## config.mk

```make
export PLATFORM = sky130hd
export DESIGN_NAME = ex_mul_div_unit
export DESIGN_NICKNAME = d
export VERILOG_FILES = /design/src/rtl/alpha_cpu_pkg.sv /design/src/rtl/mdu_div_step.sv /design/src/rtl/ex_mul_div_unit.sv
export SDC_FILE = /design/constraint.sdc
export NUM_CORES = 1
export LEC_CHECK = 0
export ABC_AREA = 1
export CELL_PAD_IN_SITES_DETAIL_PLACEMENT = 1
export CELL_PAD_IN_SITES_GLOBAL_PLACEMENT = 1
export CORE_ASPECT_RATIO = 0.9
export CORE_UTILIZATION = 30
export DETAILED_ROUTE_END_ITERATION = 16
export HOLD_SLACK_MARGIN = 0.1
export PLACE_DENSITY = 0.73
export SLEW_MARGIN = 20
export SYNTH_ARGS = -nofsm -noshare
export SYNTH_HDL_FRONTEND = slang
export SYNTH_SLANG_ARGS = --single-unit
export TNS_END_PERCENT = 5
```

## constraint.sdc

```tcl
create_clock -name clk -period 3 [get_ports clk]
set_clock_uncertainty 0.1 [all_clocks]
set_input_delay 0.6 -clock clk [delete_from_list [all_inputs] [get_ports clk]]
set_output_delay 0.6 -clock clk [all_outputs]
set_load 0.02 [all_outputs]
```

## src/rtl/alpha_cpu_pkg.sv

```systemverilog
// alpha_cpu_pkg: shared EX-stage encodings (ALU select width, MDU ops and MDU states)
package alpha_cpu_pkg;
  localparam int ALU_SEL_W = 4;
  typedef enum logic [1:0] {MDU_MULT = 2'b00, MDU_MULTU = 2'b01, MDU_DIV = 2'b10, MDU_DIVU = 2'b11} mdu_op_e;
  typedef enum logic [1:0] {IDLE = 2'b00, BUSY = 2'b01, DONE = 2'b10} mdu_state_e;
  function automatic logic mdu_is_mul(input logic [1:0] op);
    return op inside {MDU_MULT, MDU_MULTU};
  endfunction
  function automatic logic mdu_is_signed(input logic [1:0] op);
    return op inside {MDU_MULT, MDU_DIV};
  endfunction
endpackage

```

## src/rtl/mdu_div_step.sv

```systemverilog
// mdu_div_step: one combinational restoring-division step on a {rem, quo} pair
module mdu_div_step #(
  parameter int WIDTH = 32
) (
  input  logic [2*WIDTH-1:0] rq_i,
  input  logic [WIDTH-1:0]   div_i,
  output logic [2*WIDTH-1:0] rq_o
);
  logic [WIDTH:0] sh, diff;
  always_comb begin
    sh   = rq_i[2*WIDTH-1:WIDTH-1];
    diff = sh - {1'b0, div_i};
    rq_o = diff[WIDTH] ? {sh[WIDTH-1:0], rq_i[WIDTH-2:0], 1'b0} : {diff[WIDTH-1:0], rq_i[WIDTH-2:0], 1'b1};
  end
endmodule

```

## src/rtl/ex_mul_div_unit.sv

```systemverilog
// ex_mul_div_unit: iterative MULT/MULTU/DIV/DIVU unit producing the HI/LO pair for the EX stage.
// Define MDU_FAST_MUL_EN to finish multiplies in a single BUSY cycle with a full-width multiplier.
module ex_mul_div_unit
  import alpha_cpu_pkg::*;
#(
  parameter int WIDTH = 32
) (
  input  logic             clk,
  input  logic             rst_n,
  input  logic             start,
  input  logic [1:0]       op,
  input  logic [WIDTH-1:0] a,
  input  logic [WIDTH-1:0] b,
  input  logic             flush,
  output logic             busy,
  output logic             done,
  output logic [WIDTH-1:0] hi,
  output logic [WIDTH-1:0] lo,
  output logic             div_by_zero
);
  localparam int CW = $clog2(WIDTH + 1);
  mdu_state_e state_q, state_d;
  logic [CW-1:0] cnt_q, cnt_d;
  logic mul_q, mul_d, neg_q, neg_d, rneg_q, rneg_d, dz_q, dz_d;
  logic [WIDTH-1:0] rem_q, rem_d, quo_q, quo_d, dv_q, dv_d, hi_q, hi_d, lo_q, lo_d;
  logic [WIDTH-1:0] abs_a, abs_b, rem_fix, quo_fix;
  logic [WIDTH:0] sum;
  logic [2*WIDTH-1:0] div_rq, mul_rq, mul_raw, mul_res;
  logic sgn, last, fast;

  mdu_div_step #(.WIDTH(WIDTH)) u_div_step (
    .rq_i ({rem_q, quo_q}),
    .div_i(dv_q),
    .rq_o (div_rq)
  );

`ifdef MDU_FAST_MUL_EN
  assign fast    = mul_q;
  assign mul_raw = {{WIDTH{1'b0}}, dv_q} * {{WIDTH{1'b0}}, quo_q};
`else
  assign fast    = 1'b0;
  assign mul_raw = {rem_q, quo_q};
`endif

  assign last = fast | (cnt_q == CW'(WIDTH));

  always_comb begin
    state_d = state_q;
    unique case (state_q)
      IDLE:    state_d = start ? BUSY : IDLE;
      BUSY:    state_d = last ? DONE : BUSY;
      default: state_d = IDLE;
    endcase
    if (flush) state_d = IDLE;
  end

  // Operands are held as magnitudes; signs are reapplied when results are captured.
  always_comb begin
    sgn     = mdu_is_signed(op);
    abs_a   = (sgn & a[WIDTH-1]) ? -a : a;
    abs_b   = (sgn & b[WIDTH-1]) ? -b : b;
    sum     = {1'b0, rem_q} + (quo_q[0] ? {1'b0, dv_q} : '0);
    mul_rq  = {sum, quo_q[WIDTH-1:1]};
    mul_res = neg_q ? -mul_raw : mul_raw;
    rem_fix = rneg_q ? -rem_q : rem_q;
    quo_fix = dz_q ? {WIDTH{1'b1}} : neg_q ? -quo_q : quo_q;
    cnt_d   = cnt_q;
    mul_d   = mul_q;
    neg_d   = neg_q;
    rneg_d  = rneg_q;
    dz_d    = dz_q;
    rem_d   = rem_q;
    quo_d   = quo_q;
    dv_d    = dv_q;
    hi_d    = hi_q;
    lo_d    = lo_q;
    if (state_q == IDLE) begin
      mul_d  = mdu_is_mul(op);
      cnt_d  = '0;
      rem_d  = '0;
      quo_d  = mul_d ? abs_b : abs_a;
      dv_d   = mul_d ? abs_a : abs_b;
      neg_d  = sgn & (a[WIDTH-1] ^ b[WIDTH-1]);
      rneg_d = sgn & a[WIDTH-1];
      dz_d   = ~mul_d & ~|b;
    end else if (state_q == BUSY && !last) begin
      cnt_d          = cnt_q + 1'b1;
      {rem_d, quo_d} = mul_q ? mul_rq : div_rq;
    end
    if (state_q == BUSY && state_d == DONE) {hi_d, lo_d} = mul_q ? mul_res : {rem_fix, quo_fix};
  end

  always_comb begin
    busy        = state_q != IDLE;
    done        = state_q == DONE;
    div_by_zero = done & dz_q;
    hi          = hi_q;
    lo          = lo_q;
  end

  always_ff @(posedge clk or negedge rst_n) begin
    if (!rst_n) begin
      state_q <= IDLE;
      cnt_q   <= '0;
      mul_q   <= 1'b0;
      neg_q   <= 1'b0;
      rneg_q  <= 1'b0;
      dz_q    <= 1'b0;
      rem_q   <= '0;
      quo_q   <= '0;
      dv_q    <= '0;
      hi_q    <= '0;
      lo_q    <= '0;
    end else begin
      state_q <= state_d;
      cnt_q   <= cnt_d;
      mul_q   <= mul_d;
      neg_q   <= neg_d;
      rneg_q  <= rneg_d;
      dz_q    <= dz_d;
      rem_q   <= rem_d;
      quo_q   <= quo_d;
      dv_q    <= dv_d;
      hi_q    <= hi_d;
      lo_q    <= lo_d;
    end
  end
endmodule
```

* Word level (Yosys, flattened, before mapping) *
Index checks and enable logic that the tools add are counted.

storage, ports and cells
  memories kept = 0
  latch bits = 0
  ROM bits = 0
  bits in registers = 172
  word-level logic and storage cells = 65
  RAM bits = 0

operators by class
  shifts and indexed selects = 0
  multiply operators = 0
  equal/unequal tests = 6
  $add $sub $neg = 8
  mux-type cells = 22
  div/mod/pow operators = 0
  bitwise logic cells = 7
  magnitude comparators = 0
  reduce and logical (&&, ||, !) cells = 11

operators by type and width
  kind                 number
  $mux 32              12
  $mux 64              4
  $neg 32->32          4
  $neg 64->64          1
  $add 32x32->33       1
  $sub 33x32->33       1
  $reduce_or 32->1     1
  $mux 6               2
  $reduce_bool 2->1    4
  $add 6x1->6 const B  1
  $eq 2x2->1 const B   3
  $eq 6x6->1 const B   1
  $and 1x1->1          5
  $eq 2x1->1 const B   2
  $logic_not 2->1      2
  $mux 2               2
  $pmux 2 s2           1
  $logic_and 1x1->1    2
  $logic_not 1->1      2
  $mux 1               1
  $not 1->1            1
  $xor 1x1->1          1

* Depth between registers and ports, before layout *
  depth in word-level cells = 6
  gate-level depth with buffers = 20

* Cells and area by module *
A second synthesis with hierarchy kept.

unflattened totals
  cells, all modules = 3109
  area, all modules = 18024.8 um^2

by module, submodules not included
  module           seq. area each (um^2)  cells each  area each (um^2)  instances
  ex_mul_div_unit  4304.1                 2398        14641.5           1
  mdu_div_step     0.0                    711         3383.2            1

* Worst setup path before layout *
No wires, ideal clock.

  path type = reg2reg
  start = reg quo_q[0]
  end = reg rem_q[25]
  cell stages (with the launch flop) = 18
  required time = 2.783 ns
  data arrival time = 2.424 ns
  library setup time = 0.117 ns
  period minus slack after synthesis = 2.642 ns
  slack = 0.358 ns
  cells stage by stage = dfrtp_1 buf_2 clkbuf_1 nand2_1 inv_1 ha_1 inv_1 fa_1 o21ai_1 nand2_1 nand2_1 inv_1 o21bai_1 nand2_1 nand3_1 nand3_1 nand3_1 nand2_1

between the ends
  longest elaborated chain between the ends = 5

RTL lines
  item                    RTL line                source
  from (decl)             ex_mul_div_unit.sv:25   logic [WIDTH-1:0] rem_q, rem_d, quo_q, quo_d, dv_q, dv_d, hi_q, hi_d, lo_q, lo_d;
  from (signal assigned)  ex_mul_div_unit.sv:122  quo_q <= quo_d;
  $mux 32                 ex_mul_div_unit.sv:62   sum = {1'b0, rem_q} + (quo_q[0] ? {1'b0, dv_q} : '0);
  $add 32x32->33          ex_mul_div_unit.sv:62
  $mux 64                 ex_mul_div_unit.sv:88   {rem_d, quo_d} = mul_q ? mul_rq : div_rq;
  $mux 32                 ex_mul_div_unit.sv:86   end else if (state_q == BUSY && !last) begin
  $mux 32                 ex_mul_div_unit.sv:77   if (state_q == IDLE) begin
  to (signal assigned)    ex_mul_div_unit.sv:121  rem_q <= rem_d;
  to (decl)               ex_mul_div_unit.sv:25

Every way passes these cells. The select of a mux whose other input is x is not followed.
A chain may end at the register's enable or synchronous reset.

* Final worst setup path *
  start = reg quo_q[0]
  end = reg rem_q[16]

Same word-level chain as after synthesis.

==> PnR_summary.wiki <==
{| class="wikitable"
! Metric !! Value
|-
| Remaining design rule violation count || 0
|-
| Endpoints failing setup || 0
|-
| Footprint of the flip-flops and latches || 4310 um2
|-
| Async set-or-reset flop fraction in the synthesized netlist || 100%
|-
| Row count || just over 80
|-
| ANT cells || 0
|-
| Routability cong. || around 0.99
|-
| Post-CTS Repair Setup Buffers || 0
|-
| Kind of capture point of the worst setup path || flip-flop
|-
| Count of placed standard cells including taps || 3894
|-
| Area contributors post-synth || sky130_fd_sc_hd__dfrtp_1, sky130_fd_sc_hd__nand2_1, sky130_fd_sc_hd__inv_1, sky130_fd_sc_hd__nand3_1, sky130_fd_sc_hd__nor2_1
|-
| Category of the worst setup path launch point || flip-flop
|-
| Floorplan core area || approximately 57000 um2
|-
| Time the worst path needs with I/O delays and setup || about 2.9 ns
|-
| Tcrit/Tclk final || 95.4%
|-
| Top cell type's share of synthesized area || 24.7%
|-
| Width of the chip || approximately 260 um
|-
| Setup repair after global routing missed its margin || no
|-
| Tightest Pin Transition || 0.772 ns
|-
| Depth of the worst register-to-register path || 13
|-
| Mapped Nets || slightly above 3000
|-
| Critical path required time || 3.27 ns
|-
| Filler cell count in the final layout || roughly 7700
|-
| Top cell type by total area after synthesis || sky130_fd_sc_hd__dfrtp_1
|-
| Buffer cell driving the clock tree root || sky130_fd_sc_hd__clkbuf_16
|-
| Via count of the first global-routing pass || a little over 20000
|-
| Relative max-transition margin || 48.0%
|-
| Detailed-routing iteration count for the pre-antenna-repair pass || 5
|-
| Cell area after layout || 21000 um2
|-
| Critical path arrival || 3.13 ns
|-
| Gate Count Post-Synth || between 2000 and 3000
|-
| Synthesis Warnings || 0
|-
| Crit Path Category || flip-flop to flip-flop
|-
| Fraction of final layout cells sized beyond drive strength 1 || 6.77%
|-
| Max-cap viol count || 0
|-
| Most frequently used flop master after synthesis || sky130_fd_sc_hd__dfrtp_1
|-
| Via count of the routed design || 20561
|-
| Worst reg-to-reg setup slack || between 0.1 and 0.15 ns
|-
| Post-detailed-routing wire length || 81200 um
|-
| DIE HEIGHT || 231 um
|-
| Routed Antenna Nets || 0
|-
| DP HPWL || 67200 um
|-
| Number of buffers created by CTS || 17
|-
| Type of the most critical hold path || flip-flop to flip-flop
|-
| Post-Syn Area || 17400 um2
|-
| Worst R2R Start || quo_q[0]
|-
| Number of synthesized register bits || about 170
|-
| Depth of the CTS H-tree || 4
|-
| Number of enable-type register cells in the synthesized netlist || 0
|-
| Per-cell via count in the routed design || 5.24
|-
| Worst Hold Depth || 1
|-
| Total of buffers placed on input and output ports || 136
|-
| GRT overflow || 0
|-
| Overall fraction of global-route tracks in use || 27.3%
|-
| Pin count of the biggest net entering global routing || 64
|-
| Leakage || around 11 nW
|-
| Run status || complete, no violations
|-
| R2r endpoint || rem_q[16]
|-
| Number of hold violations in the final report || 0
|-
| Worst IR drop on VDD || 0.508 mV
|-
| Starting density of the core || 30.5%
|-
| Synth unique cells || 49
|-
| Violation count after the first detailed-route iteration || about 1600
|-
| NumNets Final || 3292
|-
| Placed Area || 20400 um2
|-
| Io pins || approximately 140
|-
| Endpoint, Worst Hold || cnt_q[5]
|-
| Cell Pwr Density || between 500 and 600 nW/um2
|-
| Initial antenna violation count || 0
|-
| Most instantiated library cell after synthesis || sky130_fd_sc_hd__nand2_1
|-
| Count of final max-slew check failures || 0
|-
| Area Overhead vs Synth || 20.2%
|-
| CTS tree || done
|-
| Final std cells w/o fill || just under 4000
|-
| Top achievable clock speed || 0.349 GHz
|-
| First-pass GRT wire length || approximately 120000 um
|-
| Sinks on the clock net || 172
|-
| Clock-pin slew on the worst setup and hold paths || 0.08 ns
|-
| Number of buffers on the longest clock path || 2
|-
| Commonest cells in the netlist || sky130_fd_sc_hd__nand2_1, sky130_fd_sc_hd__inv_1, sky130_fd_sc_hd__nor2_1, sky130_fd_sc_hd__nand3_1, sky130_fd_sc_hd__o21ai_0
|-
| Maximum fanout encountered on the critical timing path || 22
|-
| Multi-input gate area || around 11000 um2
|-
| Worst hold path startpoint || cnt_q[5]
|-
| Clock network latency to the later pin of the worst-skew pair || 0.48 ns
|-
| Die footprint || ~59000 um2
|-
| Post-Syn Area per Cell || 5.90 um2
|-
| Total negative slack for setup checks || 0 ns
|-
| Detailed-route wire length per cell || 20.7 um
|-
| Portion of the post-synthesis area used by sequential elements || 24.7%
|-
| Final hold slack || 0.376 ns
|}
[kinds of logic (layout without fill, tap and decap cells)]
| logic type | count (synthesis) | in the layout | synth area share, % |
|---|---|---|---|
| and+or+nand+nor | 1616 | 1617 | 38.5 |
| buffers and inverters | 574 | 778 | 13.0 |
| AOI/OAI and AO/OA | 424 | 424 | 13.6 |
| DFF | 172 | 172 | 24.7 |
| xor gates and xnor gates | 99 | 99 | 4.97 |
| adders and majority gates | 72 | 72 | 5.25 |
[critical path, stage by stage, from the launching register on]
cell	delay, ns
sky130_fd_sc_hd__dfrtp_1	0.41
sky130_fd_sc_hd__buf_12	0.16
sky130_fd_sc_hd__nand2_1	0.06
sky130_fd_sc_hd__inv_1	0.08
sky130_fd_sc_hd__ha_1	0.32
sky130_fd_sc_hd__buf_4	0.16
sky130_fd_sc_hd__a21oi_1	0.22
sky130_fd_sc_hd__o21ai_0	0.23
sky130_fd_sc_hd__a21oi_1	0.34
sky130_fd_sc_hd__nand3_1	0.21
sky130_fd_sc_hd__a21oi_1	0.17
sky130_fd_sc_hd__o21ai_0	0.12
sky130_fd_sc_hd__nand3_1	0.10
sky130_fd_sc_hd__nand2_1	0.05
[worst max path at each step]
stage	start	end	cells past startpoint
after floorplan	quo_q[0]	rem_q[25]	17
after global placement	b[6]	quo_q[23]	12
after detailed placement	a[0]	quo_q[31]	13
after CTS	dv_q[30]	rem_q[14]	14
after global routing	quo_q[0]	rem_q[16]	13
final	quo_q[0]	rem_q[16]	13
[routing by layer]
metal	share of wire (%)	vias up	track usage, %	routed length [um]
li1	-	9773	-	-
met1	46	10010	37.4	37400
met2	44	646	43.2	36000
met3	5.9	132	4.07	4810
met4	3.7	0	9.82	2980
met5	0	-	0	0
[power by group]
part	switching [W]	total (W)	internal, W
clock network	0.00117	0.00235	0.00118
registers	0.000349	0.00290	0.00255
logic	0.00439	0.00641	0.00202
total	0.00591	0.0117	0.00574
[state kept, by name, indices dropped and copies added, names as in the netlist]
register,count
dv_q,32
hi,32
lo,32
quo_q,32
rem_q,32
cnt_q,6
state_q,2
dz_q,1
mul_q,1
neg_q,1
rneg_q,1
[layout by cell type (no fill, tap or decap), types with 10 or more instances in the layout]
cell                                n
sky130_fd_sc_hd__dfrtp_1          171
sky130_fd_sc_hd__o211ai_1          24
sky130_fd_sc_hd__nor2_2            10
sky130_fd_sc_hd__clkdlybuf4s50_1  135
sky130_fd_sc_hd__o22ai_1           14
sky130_fd_sc_hd__nand3_1          269
sky130_fd_sc_hd__buf_4            117
sky130_fd_sc_hd__xnor2_1           25
sky130_fd_sc_hd__nor2_1           278
sky130_fd_sc_hd__a31oi_1           15
sky130_fd_sc_hd__nand2_1          950
sky130_fd_sc_hd__inv_2             10
sky130_fd_sc_hd__o221ai_1          12
sky130_fd_sc_hd__inv_1            476
sky130_fd_sc_hd__o21ai_0          175
sky130_fd_sc_hd__clkbuf_16         17
sky130_fd_sc_hd__xor2_1            74
sky130_fd_sc_hd__nand4_1           45
sky130_fd_sc_hd__nor3_1            20
sky130_fd_sc_hd__ha_1              70
sky130_fd_sc_hd__o21ai_1           16
sky130_fd_sc_hd__nand2_2           13
sky130_fd_sc_hd__a21oi_1          131
[layout make-up]
class                   instances  share of cell area (%)
clock inverters                13                   0.740
well taps                     765                    4.56
flip-flops and latches        172                    20.5
repair buffers                261                    11.4
clock buffers                  18                    2.05
inverters                     486                    8.70
multi-input cells            2212                    52.0
[what timing repair did]
item,4_1_cts,5_1_grt
endpoints found under the hold margin,31,0
hold buffers,1,0
gates resized for setup,0,5
setup endpoints to repair,0,20
[per-stage QoR]
stage / power [W] / setup slack [ns] / util, %
after floorplan: 0.00671 / 0.358 / -
after global placement: 0.00906 / 0.0571 / 35.6
after detailed placement: 0.00913 / 0.0327 / 35.6
after CTS: 0.0115 / 0.107 / 36.6
after global routing: 0.0123 / 0.0100 / 36.7
final: 0.0117 / 0.139 / 36.7
Note: power is estimated with default switching activity, not from simulation.
